$ cat config.mk
export PLATFORM = sky130hd
export DESIGN_NAME = freq_meas_sched_flat
export DESIGN_NICKNAME = d
export VERILOG_FILES = /design/src/rtl/freq_meas_sched_if.sv /design/src/rtl/freq_meas_sched.sv /design/src/flat_wrapper.sv
export SDC_FILE = /design/constraint.sdc
export NUM_CORES = 1
export LEC_CHECK = 0
export BUFFER_PORTS_ARGS = -buffer_cell sky130_fd_sc_hd__buf_2
export CAP_MARGIN = 10
export CORE_MARGIN = 4
export CORE_UTILIZATION = 45
export DETAILED_ROUTE_END_ITERATION = 8
export MAX_ROUTING_LAYER = met4
export PLACE_DENSITY = 0.67
export RECOVER_POWER = 100
export SETUP_SLACK_MARGIN = 0.02
export SYNTH_ARGS = -nofsm -noshare
export SYNTH_HDL_FRONTEND = slang
export SYNTH_SLANG_ARGS = --single-unit
$ cat constraint.sdc
create_clock -name wb_clk_i -period 3.6 [get_ports wb_clk_i]
set_input_delay 0.54 -clock wb_clk_i [delete_from_list [all_inputs] [get_ports wb_clk_i]]
set_output_delay 0.54 -clock wb_clk_i [all_outputs]
set_load 0.05 [all_outputs]
$ cat src/rtl/freq_meas_sched_if.sv
// Shared edge-counter control and result handshake between the scheduler
// (master) and the counter/consumer side (slave).
interface freq_meas_sched_if #(
    parameter int NCH = 4,
    parameter int CW  = 32
) ();
    logic [$clog2(NCH)-1:0] ch_sel;
    logic                   cnt_clear;
    logic                   cnt_enable;
    logic [CW-1:0]          cnt_value;
    logic                   res_valid;
    logic [$clog2(NCH)-1:0] res_ch;
    logic [CW-1:0]          res_count;
    logic                   res_ready;

    modport master (
        output ch_sel, cnt_clear, cnt_enable, res_valid, res_ch, res_count,
        input  cnt_value, res_ready
    );

    modport slave (
        input  ch_sel, cnt_clear, cnt_enable, res_valid, res_ch, res_count,
        output cnt_value, res_ready
    );
endinterface

$ cat src/rtl/freq_meas_sched.sv
// Round-robin frequency measurement scheduler: steers a shared edge counter
// across enabled channels, gates it for a fixed window and hands out results.
module freq_meas_sched #(
    parameter int NCH      = 4,
    parameter int CW       = 32,
    parameter int SYNC_LAT = 2
) (
    input  logic           wb_clk_i,
    input  logic           wb_rst_i,
    input  logic [CW-1:0]  cfg_gate_cycles,
    input  logic [NCH-1:0] cfg_ch_enable,
    input  logic           cfg_continuous,
    input  logic           start,
    input  logic           stop,
    output logic           busy,
    freq_meas_sched_if.master bus
);
    localparam int CHW = $clog2(NCH);

    localparam logic [2:0] S_IDLE    = 3'd0;
    localparam logic [2:0] S_SELECT  = 3'd1;
    localparam logic [2:0] S_SETTLE  = 3'd2;
    localparam logic [2:0] S_GATE    = 3'd3;
    localparam logic [2:0] S_DRAIN   = 3'd4;
    localparam logic [2:0] S_CAPTURE = 3'd5;
    localparam logic [2:0] S_OUTPUT  = 3'd6;

    logic [2:0]     r_state;
    logic [CW-1:0]  r_timer;
    logic [CW-1:0]  r_gate;
    logic [NCH-1:0] r_en;
    logic           r_cont;
    logic [NCH-1:0] r_pending;
    logic [CHW-1:0] r_ch_sel;
    logic           r_cnt_clear;
    logic           r_cnt_enable;
    logic           r_res_valid;
    logic [CHW-1:0] r_res_ch;
    logic [CW-1:0]  r_res_count;
    logic           r_busy;

    logic [CW-1:0]  w_gate_last;
    logic [CW-1:0]  w_sync_last;
    logic [NCH-1:0] w_onehot;
    logic [NCH-1:0] w_remain;
    logic [CHW-1:0] w_next_ptr;

    // First set bit of mask at or after 'from', wrapping around NCH.
    function automatic logic [CHW-1:0] f_pick(input logic [NCH-1:0] mask,
                                              input logic [CHW-1:0] from);
        logic [CHW-1:0] res;
        logic           found;
        int             idx;
        res   = '0;
        found = 1'b0;
        for (int i = 0; i < NCH; i++) begin
            idx = (int'(from) + i) % NCH;
            if (!found && mask[idx]) begin
                res   = CHW'(idx);
                found = 1'b1;
            end
        end
        return res;
    endfunction

    // A gate of zero still opens the counter for one cycle.
    assign w_gate_last = (r_gate == '0) ? '0 : r_gate - CW'(1);
    assign w_sync_last = CW'(SYNC_LAT - 1);
    assign w_onehot    = NCH'(1) << r_res_ch;
    assign w_remain    = r_pending & ~w_onehot;
    assign w_next_ptr  = (r_res_ch == CHW'(NCH - 1)) ? '0 : r_res_ch + CHW'(1);

    always_ff @(posedge wb_clk_i) begin
        if (wb_rst_i) begin
            r_state      <= S_IDLE;
            r_timer      <= '0;
            r_gate       <= '0;
            r_en         <= '0;
            r_cont       <= 1'b0;
            r_pending    <= '0;
            r_ch_sel     <= '0;
            r_cnt_clear  <= 1'b0;
            r_cnt_enable <= 1'b0;
            r_res_valid  <= 1'b0;
            r_res_ch     <= '0;
            r_res_count  <= '0;
            r_busy       <= 1'b0;
        end else if (stop) begin
            r_state      <= S_IDLE;
            r_cnt_clear  <= 1'b0;
            r_cnt_enable <= 1'b0;
            r_res_valid  <= 1'b0;
            r_busy       <= 1'b0;
        end else begin
            case (r_state)
                S_IDLE: begin
                    if (start && (cfg_ch_enable != '0)) begin
                        r_gate    <= cfg_gate_cycles;
                        r_en      <= cfg_ch_enable;
                        r_cont    <= cfg_continuous;
                        r_pending <= cfg_ch_enable;
                        r_ch_sel  <= f_pick(cfg_ch_enable, '0);
                        r_state   <= S_SELECT;
                        r_busy    <= 1'b1;
                    end
                end
                S_SELECT: begin
                    r_state     <= S_SETTLE;
                    r_cnt_clear <= 1'b1;
                    r_timer     <= w_sync_last;
                end
                S_SETTLE: begin
                    if (r_timer == '0) begin
                        r_state      <= S_GATE;
                        r_cnt_clear  <= 1'b0;
                        r_cnt_enable <= 1'b1;
                        r_timer      <= w_gate_last;
                    end else begin
                        r_timer <= r_timer - CW'(1);
                    end
                end
                S_GATE: begin
                    if (r_timer == '0) begin
                        r_state <= S_DRAIN;
                        r_timer <= w_sync_last;
                    end else begin
                        r_timer <= r_timer - CW'(1);
                    end
                end
                S_DRAIN: begin
                    if (r_timer == '0) begin
                        r_state      <= S_CAPTURE;
                        r_cnt_enable <= 1'b0;
                    end else begin
                        r_timer <= r_timer - CW'(1);
                    end
                end
                S_CAPTURE: begin
                    r_res_count <= bus.cnt_value;
                    r_res_ch    <= r_ch_sel;
                    r_res_valid <= 1'b1;
                    r_state     <= S_OUTPUT;
                end
                S_OUTPUT: begin
                    // Channel selection for the next measurement is resolved here so
                    // ch_sel is already stable while SELECT is presented.
                    if (bus.res_ready) begin
                        r_res_valid <= 1'b0;
                        if (w_remain != '0) begin
                            r_pending <= w_remain;
                            r_ch_sel  <= f_pick(w_remain, w_next_ptr);
                            r_state   <= S_SELECT;
                        end else if (r_cont) begin
                            r_pending <= r_en;
                            r_ch_sel  <= f_pick(r_en, '0);
                            r_state   <= S_SELECT;
                        end else begin
                            r_state <= S_IDLE;
                            r_busy  <= 1'b0;
                        end
                    end
                end
                default: begin
                    r_state <= S_IDLE;
                    r_busy  <= 1'b0;
                end
            endcase
        end
    end

    assign bus.ch_sel     = r_ch_sel;
    assign bus.cnt_clear  = r_cnt_clear;
    assign bus.cnt_enable = r_cnt_enable;
    assign bus.res_valid  = r_res_valid;
    assign bus.res_ch     = r_res_ch;
    assign bus.res_count  = r_res_count;
    assign busy           = r_busy;
endmodule

$ cat src/flat_wrapper.sv
// flat-port wrapper written by rule: the top's interface ports become plain ports
module freq_meas_sched_flat 
#(
    parameter int NCH      = 4,
    parameter int CW       = 32,
    parameter int SYNC_LAT = 2
)
  (wb_clk_i, wb_rst_i, cfg_gate_cycles, cfg_ch_enable, cfg_continuous, start, stop, busy, bus_ch_sel, bus_cnt_clear, bus_cnt_enable, bus_res_valid, bus_res_ch, bus_res_count, bus_cnt_value, bus_res_ready);
  freq_meas_sched_if #(.NCH(NCH), .CW(CW)) bus_i ();
  input  logic wb_clk_i;
  input  logic wb_rst_i;
  input  logic [CW-1:0] cfg_gate_cycles;
  input  logic [NCH-1:0] cfg_ch_enable;
  input  logic cfg_continuous;
  input  logic start;
  input  logic stop;
  output logic busy;
  output wire logic [$bits(bus_i.ch_sel)-1:0] bus_ch_sel;
  output wire logic [$bits(bus_i.cnt_clear)-1:0] bus_cnt_clear;
  output wire logic [$bits(bus_i.cnt_enable)-1:0] bus_cnt_enable;
  output wire logic [$bits(bus_i.res_valid)-1:0] bus_res_valid;
  output wire logic [$bits(bus_i.res_ch)-1:0] bus_res_ch;
  output wire logic [$bits(bus_i.res_count)-1:0] bus_res_count;
  input wire logic [$bits(bus_i.cnt_value)-1:0] bus_cnt_value;
  input wire logic [$bits(bus_i.res_ready)-1:0] bus_res_ready;
  assign bus_ch_sel = bus_i.ch_sel;
  assign bus_cnt_clear = bus_i.cnt_clear;
  assign bus_cnt_enable = bus_i.cnt_enable;
  assign bus_res_valid = bus_i.res_valid;
  assign bus_res_ch = bus_i.res_ch;
  assign bus_res_count = bus_i.res_count;
  assign bus_i.cnt_value = bus_cnt_value;
  assign bus_i.res_ready = bus_res_ready;
  freq_meas_sched #(.NCH(NCH), .CW(CW), .SYNC_LAT(SYNC_LAT)) u_core (.wb_clk_i(wb_clk_i), .wb_rst_i(wb_rst_i), .cfg_gate_cycles(cfg_gate_cycles), .cfg_ch_enable(cfg_ch_enable), .cfg_continuous(cfg_continuous), .start(start), .stop(stop), .busy(busy), .bus(bus_i));
endmodule
=== Word level (Yosys, flattened, before mapping) ===
Cells that the tools add are included.
Widths: inputs -> output; s select.

* Input bits: 74
* Register bits: 116

* Multiplexer cells: 110
* Add/sub/neg operators: 6
* Reductions and logical operators: 43
* Magnitude comparators: 4
* Shifts and indexed selects: 1
* Eq/ne operators: 16
* Bitwise operators: 7

{| class="wikitable"
|+ Operators with widths
! operator !! number
|-
| $mux 32 || 4
|-
| $pmux 32 s4 || 1
|-
| $mux 1 || 71
|-
| $logic_not 32->1 || 2
|-
| $sub 32x1->32 const B || 2
|-
| $mux 2 || 13
|-
| $pmux 3 s7 || 1
|-
| $mux 3 || 6
|-
| $mux 4 || 4
|-
| $reduce_and 5->1 || 3
|-
| $lt 3x4->1 const B || 3
|-
| $reduce_bool 4->1 || 3
|-
| $logic_and 1x1->1 || 10
|-
| $eq 3x3->1 const B || 3
|-
| $logic_not 1->1 || 9
|-
| $reduce_and 3->1 || 3
|-
| $bmux 1 s2 || 4
|-
| $ne 2x1->1 const B || 4
|-
| $ne 2x2->1 const B || 4
|-
| $pmux 4 s2 || 1
|-
| $reduce_bool 2->1 || 4
|-
| $reduce_or 2->1 || 4
|-
| $eq 3x2->1 const B || 2
|-
| $pmux 1 s2 || 3
|-
| 16 further kinds || 23
|}

=== Logic depth before layout (Yosys ltp) ===
Gate-level depths: netlist (run 1).

* Depth after elaboration: 34
* Gate-level depth with buffers: 10

=== Worst setup path after synthesis (run 1) ===
Ideal clock, no wire load.

* Path kind: reg2reg
* Start point: register u_core.r_res_ch[0], in the netlist u_core.bus.res_ch[0]
* End point: register u_core.r_pending[3]
* Arrival time: 2646 ps
* Clock period less this slack: 2778 ps
* Path slack: 822 ps
* Cell stages (with the launch flop): 10
* Path through: dfxtp_1 > ha_1 > nor2b_1 > nor4_1 > nand2b_1 > a21oi_1 > or3b_2 > clkbuf_1 > a211o_1 > a21oi_1

* Longest elaborated chain between the ends: 7
* Elaborated cells on any way between the ends: 9
* Those cells by class: 1 x eq/ne; 1 x shift; 3 x mux; 2 x bitwise; 2 x reduce/logical

{| class="wikitable"
|+ Ends and longest elaborated chain
! what !! line !! RTL
|-
| from (decl) || freq_meas_sched.sv:38 || <nowiki>logic [CHW-1:0] r_res_ch;</nowiki>
|-
| from (signal assigned) || freq_meas_sched.sv:140 || <nowiki>r_res_ch <= r_ch_sel;</nowiki>
|-
| $shl 1x2->4 * || freq_meas_sched.sv:69 || <nowiki>assign w_onehot = NCH'(1) << r_res_ch;</nowiki>
|-
| $not 4->4 * || freq_meas_sched.sv:70 || <nowiki>assign w_remain = r_pending & ~w_onehot;</nowiki>
|-
| $and 4x4->4 * || freq_meas_sched.sv:70 ||
|-
| $reduce_bool 4->1 || freq_meas_sched.sv:149 || <nowiki>if (w_remain != '0) begin</nowiki>
|-
| $mux 4 || freq_meas_sched.sv:149 ||
|-
| $mux 4 || freq_meas_sched.sv:147 || <nowiki>if (bus.res_ready) begin</nowiki>
|-
| $pmux 4 s2 || freq_meas_sched.sv:95 || <nowiki>case (r_state)</nowiki>
|-
| to (signal assigned) || freq_meas_sched.sv:101 || <nowiki>r_pending <= cfg_ch_enable;</nowiki>
|-
| to (signal assigned) || freq_meas_sched.sv:150 || <nowiki>r_pending <= w_remain;</nowiki>
|-
| to (signal assigned) || freq_meas_sched.sv:154 || <nowiki>r_pending <= r_en;</nowiki>
|-
| to (decl) || freq_meas_sched.sv:33 || <nowiki>logic [NCH-1:0] r_pending;</nowiki>
|}

Mark *: on every way between the ends. The rest lies on a longest branch, timed or not. The select of a mux whose other input is x is not followed.
A chain may end at the register's enable or synchronous reset.

=== Worst setup path after layout (run 1) ===
* Start point: register u_core.r_timer[0]
* End point: register u_core.r_timer[22]

* Longest elaborated chain between the ends: 3
* Elaborated cells on any way between the ends: 8
* Those cells by class: 1 x add/sub; 1 x eq/ne; 4 x mux; 2 x reduce/logical

{| class="wikitable"
|+ Ends and longest elaborated chain
! what !! line !! RTL
|-
| from (decl) || freq_meas_sched.sv:29 || <nowiki>logic [CW-1:0] r_timer;</nowiki>
|-
| from (signal assigned) || freq_meas_sched.sv:110 || <nowiki>r_timer <= w_sync_last;</nowiki>
|-
| from (signal assigned) || freq_meas_sched.sv:117 || <nowiki>r_timer <= w_gate_last;</nowiki>
|-
| from (signal assigned) || freq_meas_sched.sv:119 || <nowiki>r_timer <= r_timer - CW'(1);</nowiki>
|-
| $sub 32x1->32 / $logic_not 32->1 (equally long branches) || -- ||
|-
| $mux 32 (tied with other cells) || freq_meas_sched.sv:131 || <nowiki>if (r_timer == '0) begin</nowiki>
|-
| $pmux 32 s4 / $reduce_and 3->1 (equally long branches) || -- ||
|}

Several ways; a longest one is shown, not always the timed one. The select of a mux whose other input is x is not followed.

==> flow_summary.yaml, run 1 <==
routing:
  ant_nets: 0
  drc: 0
  dr.first_iter.drc_count: 473
  vias: 6166
  dr.pass1.iters: 5
  wl_um: 16900
  wl_per_cell_um: 15.1
  viasPerCell: 5.50
logic_synthesis:
  yosys.area.top_type: "dfxtp_1"
  synth_area_um2: 6040
  async_reset_ff_frac: 0
  postSynthCellCount: 827
  synth_edf_count: 0
  ys_warn_count: 0
  yosysSeqAreaShare: 0.384
  synth_fp_nets: 907
  synth-main-ff-cell: "dfxtp_1"
  ys_ff_latch: 116
  yosys-top-cells-area: "dfxtp_1 (38%), nand2_1 (12%), a21oi_1 (10%)"
  syn_area_per_cell_um2: 7.30
  synth_cell_types: 59
  synth_top_cell_area_share: 0.384
setup_path:
  arrival_ns: 3.47
  worst-setup-path-type: "flip-flop to flip-flop"
  end_kind: "flip-flop"
  cp_max_fo: 22
  reg2reg_depth: 10
  crit_path_start_kind: "flip-flop"
  required_ns: 3.86
global_route:
  antenna_found_initial: 0
  grt_pass1_vias: 5637
  grt_pass1_wl_um: 27600
  globalRouteOverflowTotal: 0
  grtUsageTotal: 0.232
  grt_max_degree: 86
timing:
  rsz0062_at_grt: "false"
  final_hold_viol_count: 0
  setup_viol: 0
  slew_violations: 38
  finClkSkew_ns: 0.00350
  slew_headroom: -0.00682
  finalCritPeriodShare: 0.893
  layout_min_cycle_time_ns: 3.21
  max_clock_freq_ghz: 0.311
  worstMarginPinSlew_ns: 1.51
  fin_tns_setup_ns: 0
clocking:
  cts.sinks: 116
  tritoncts: "built"
  ctsResizeCount: 0
  cts_setup_buffers: 0
  clock_path_buffers: 2
  root_buffer: "clkbuf_16"
  clkLatencyLatePin_ns: 0.41
  clkTransAtPathRegs_ns: 0.05
  cts_made_buffers: 17
  postCtsHoldBufs: 0
  htree_levels: 4
pwr:
  p_total_mw: 3.36
  cellPowerDensity_nw_per_um2: 461
  leakage_nw: 2.74
  peakVddDrop_mv: 0.314
outcome:
  status: "finished, violations left"
  violations: "max-capacitance violations, max-slew violations"
layout:
  fillCellCount: 1306
  final_core_util: 0.552
  n_antenna_cell: 0
  drive_gt1_frac: 0.140
  nNetsFinal: 1012
  area_delta_synth_final_pct: 20.6
floorplanning:
  coreArea_um2: 13200
  initial_core_util: 0.458
  fp-row-count: 42
  fp.dieW_um: 124
  ioPinCount: 114
  die_area_um2: 15300
  die_h_um: 124
placement:
  gp_congestion: 0.915
  port_buffers: 113
  hpwl_um: 11800
min_path:
  holdPathStages: 3
  hold_path_class: "primary input to flip-flop"
run:
  maxCapViolations: 1
## Yosys cell counts (all sizes together) (4+ instances only)
cell and count:
a211o 5, a21oi 123, a22oi 12, and2 8
buf 7, clkbuf 38, dfxtp 116, ha 6
inv 12, nand2 190, nand2b 10, nand4 4
nor2 62, nor2b 8, nor3 33, nor4 19
o21ai 59, o22ai 6, o31ai 5, or2 4
or3 7, or4 11, xnor2 13, xor2 17
## worst paths after layout
| check | slack, ns | from | endpoint |
|---|---|---|---|
| max | 0.39 | u_core.r_timer[0] | u_core.r_timer[22] |
| min | 0.36 | bus_cnt_value[9] | u_core.bus.res_count[9] |
| min reg2reg | 0.45 | u_core.bus.res_count[1] | u_core.bus.res_count[1] |
| max reg2reg | 0.39 | u_core.r_timer[0] | u_core.r_timer[22] |
## sequential cells by signal, indices dropped and copies added, names as in the netlist
name	flops
u_core.bus.ch_sel	2
u_core.bus.cnt_clear	1
u_core.bus.cnt_enable	1
u_core.bus.res_ch	2
u_core.bus.res_count	32
u_core.bus.res_valid	1
u_core.busy	1
u_core.r_cont	1
u_core.r_en	4
u_core.r_gate	32
u_core.r_pending	4
u_core.r_state	3
u_core.r_timer	32
## routing by layer
layer / global-route usage / routed length (um) / up-vias
met5: - / 0 / -
met4: 0.0948 / 301 / 0
met3: 0.0513 / 1120 / 25
met2: 0.320 / 7350 / 214
met1: 0.328 / 8130 / 2808
li1: - / - / 3119
## final cells by class
type / instances / area, um^2 / share of cell area
repair buffers: 131 / 647 / 0.0888
flip-flops and latches: 116 / 2320 / 0.319
multi-input cells: 654 / 3490 / 0.478
well taps: 176 / 220 / 0.0302
clock inverters: 9 / 77.6 / 0.0106
clock buffers: 23 / 488 / 0.0670
inverters: 12 / 45.0 / 0.00618
## worst max-delay path, cell delays in order, from the launching register on
cell and delay [ns]:
dfxtp_1 0.33, inv_1 0.10, ha_1 0.23, or4b_2 0.66, nor2_1 0.33, nand4b_1 0.40, nand3b_1 0.21, buf_4 0.29
a21oi_1 0.06, o21ai_0 0.24, o221ai_1 0.20
## per-stage QoR
step	worst slack [ns]	cells	hold WS (ns)	cell area [um^2]
3_5_place_dp	0.485	1089	0.443	6780
4_1_cts	0.469	1121	0.340	7340
5_1_grt	0.149	1121	0.352	7290
3_3_place_gp	0.581	1089	0.439	6780
2_1_floorplan	0.822	827	0.431	6040
6_report	0.385	1121	0.360	7290
## logic make-up after synthesis
kind of cell | synth area share
and+or+nand+nor | 0.286
AOI/OAI and AO/OA | 0.233
DFF | 0.384
buffers and inverters | 0.0389
xor gates and xnor gates | 0.0435
adders and majority gates | 0.0124
muxes | 0.00166
## power by group
part | leakage [nW] | internal (mW) | total (mW) | switching [mW]
sequential | 0.939 | 1.31 | 1.34 | 0.0318
clock | 0.275 | 1.01 | 1.60 | 0.586
combinational | 1.53 | 0.157 | 0.413 | 0.256
total | 2.74 | 2.48 | 3.36 | 0.874
## layout by cell type (no fill, tap or decap), types with 4 or more instances in the layout
cell	count
nand4_1	4
clkinv_2	5
nor4_1	17
buf_4	17
nand2_1	190
nor2_1	62
inv_1	12
clkbuf_1	43
or4_1	10
clkbuf_8	4
xor2_1	17
a211o_1	5
dfxtp_1	116
clkbuf_16	17
or3_1	7
and2_1	7
a21oi_1	122
xnor2_1	13
o22ai_1	6
a22oi_1	12
nor3_1	33
o21ai_0	56
o31ai_1	5
buf_2	73
ha_1	6
nand2b_1	10
or2_2	4
nor2b_1	8
Note: power is estimated with default switching activity, not from simulation.
==> inputs of run 2 (changes only) <==
PLACE_DENSITY = 0.69   (was 0.67)
==> run 2 against run 1 <==
The flow still finishes with violations (max-capacitance violations, max-slew violations). Via count about the same. Global-route usage decreased by 0.79 points. Highest routed layer unchanged. Largest power group unchanged. Cell count increased by 0.18%. Critical path depth unchanged. Combinational power decreased by 1%. Non-clock buffer count increased by 2. Clock skew increased by 0.0056 ns.
==> flow_summary.yaml, run 2 (same netlist as run 1, synthesis figures left out) <==
outcome:
  status: "finished, violations left"
  violations: "max-capacitance violations, max-slew violations"
setup_path:
  r2r_start: "u_core.r_timer[0]"
  crit_path_start_kind: "flip-flop"
  reg2reg_depth: 10
  end_kind: "flip-flop"
  arrival_ns: 3.46
  worst-setup-path-type: "flip-flop to flip-flop"
  slowest_delay_ns: 0.66
  ff2ff_setup_slack_ns: 0.43
  required_ns: 3.90
  path_cells: "inv_1 > ha_1 > or4b_2 > nor2_1 > nand4b_1 > a21oi_1 > buf_4 > o21ai_0 > nand3b_1 > o221ai_1"
  r2r_end: "u_core.r_timer[30]"
  crit_slowest_cell: "or4b_2"
  cp_max_fo: 9
timing:
  finalCritPeriodShare: 0.879
  final_hold_viol_count: 0
  layout_min_cycle_time_ns: 3.17
  rsz0062_at_grt: "false"
  hold_slack_ns: 0.346
  max_clock_freq_ghz: 0.316
  finClkSkew_ns: 0.00909
  slew_headroom: -0.0322
  worstMarginPinSlew_ns: 1.55
  slew_violations: 38
  fin_tns_setup_ns: 0
  setup_viol: 0
run:
  maxCapViolations: 1
floorplanning:
  coreArea_um2: 13200
  fp-row-count: 42
  die_area_um2: 15300
  initial_core_util: 0.458
  ioPinCount: 114
  fp.dieW_um: 124
  die_h_um: 124
layout:
  area_delta_synth_final_pct: 21.0
  mostFrequentLayoutCells: "nand2_1 (190), a21oi_1 (123), dfxtp_1 (116)"
  fillCellCount: 1322
  final_common_cell: "nand2_1"
  nNetsFinal: 1014
  drive_gt1_frac: 0.140
  n_antenna_cell: 0
global_route:
  antenna_found_initial: 0
  grtUsageTotal: 0.224
  grt_pass1_wl_um: 26300
  globalRouteOverflowTotal: 0
  grt_pass1_vias: 5393
  grt_max_degree: 79
pwr:
  clock_power_share: 0.486
  peakVddDrop_mv: 0.425
  leakage_nw: 2.75
  power.internal_mw: 2.49
  comb_power_share: 0.120
  cellPowerDensity_nw_per_um2: 466
  p_seq_frac: 0.394
  switching_share: 0.269
  p_sw_mw: 0.916
clocking:
  postCtsHoldBufs: 0
  root_buffer: "clkbuf_16"
  tritoncts: "built"
  clkLatencyLatePin_ns: 0.43
  ctsResizeCount: 0
  htree_levels: 4
  cts_made_buffers: 17
  clock_path_buffers: 2
  cts.sinks: 116
  clkTransAtPathRegs_ns: 0.06
  cts_setup_buffers: 0
placement:
  hpwl_um: 11800
  gp_congestion: 0.899
  port_buffers: 113
routing:
  vias: 6165
  wl_um: 16700
  viasPerCell: 5.49
  ant_nets: 0
  dr.first_iter.drc_count: 472
  wl_per_cell_um: 14.9
  dr.pass1.iters: 5
  drc: 0
min_path:
  holdPathStages: 3
  hold_path_class: "primary input to flip-flop"
  hp-start: "bus_cnt_value[8]"
  min_to: "u_core.bus.res_count[8]"
==> run 2: changes by cell type in the layout (fill, tap and decap cells not counted), sizes merged <==
| cell | change |
|---|---|
| clkinv | +2 |
| inv | +2 |
| bufinv | +1 |
| clkbuf | -3 |
==> run 2: how the worst max path moves through the flow <==
stage	startpoint	endpoint	slack, ns	cells after the start
finish	u_core.r_timer[0]	u_core.r_timer[30]	0.43	10
global route	u_core.r_timer[0]	u_core.r_timer[30]	0.31	10
CTS	u_core.r_timer[0]	u_core.r_timer[6]	0.59	10
detailed placement	u_core.r_timer[0]	u_core.r_timer[14]	0.60	10
global placement	u_core.r_timer[0]	u_core.r_timer[6]	0.67	10
floorplan	u_core.bus.res_ch[0]	u_core.r_pending[3]	0.82	9
==> run 2: power by group through the flow <==
stage | Clock [mW] | Sequential (mW) | Combinational, mW
2_1_floorplan | 0 | 1.37 | 0.266
3_3_place_gp | 0 | 1.37 | 0.404
3_5_place_dp | 0 | 1.37 | 0.406
4_1_cts | 1.67 | 1.34 | 0.408
5_1_grt | 1.73 | 1.35 | 0.451
6_report | 1.65 | 1.34 | 0.409
==> run 2: worst max-delay path: cells and delay by family (launching register included) <==
family,cells,cell delay (ns)
buffers and inverters,2,0.40
DFF,1,0.34
AOI/OAI and AO/OA,3,0.86
and+or+nand+nor,4,1.20
adders and majority gates,1,0.23
==> run 2: metal layers <==
metal | global-route usage | routed length [um]
met5 | - | 0
met4 | 0.0761 | 261
met3 | 0.0677 | 1170
met2 | 0.316 | 7410
met1 | 0.306 | 7890
==> run 2: layout make-up <==
type | count | area, um^2 | area share
clock buffer | 18 | 429 | 0.0587
clock inverter | 14 | 154 | 0.0211
inverter | 12 | 45.0 | 0.00616
multi-input combinational | 654 | 3480 | 0.476
sequential | 116 | 2320 | 0.318
tap | 176 | 220 | 0.0301
timing repair buffer | 133 | 656 | 0.0897
==> run 2: stage by stage <==
step / worst slack [ns] / std cells / total power, mW / area (um^2) / util
floorplan: 0.822 / 827 / 1.63 / 6040 / -
global placement: 0.666 / 1091 / 1.77 / 6790 / 0.515
detailed placement: 0.597 / 1091 / 1.77 / 6790 / 0.515
CTS: 0.588 / 1123 / 3.42 / 7380 / 0.559
global route: 0.308 / 1123 / 3.52 / 7310 / 0.554
finish: 0.434 / 1123 / 3.41 / 7310 / 0.554
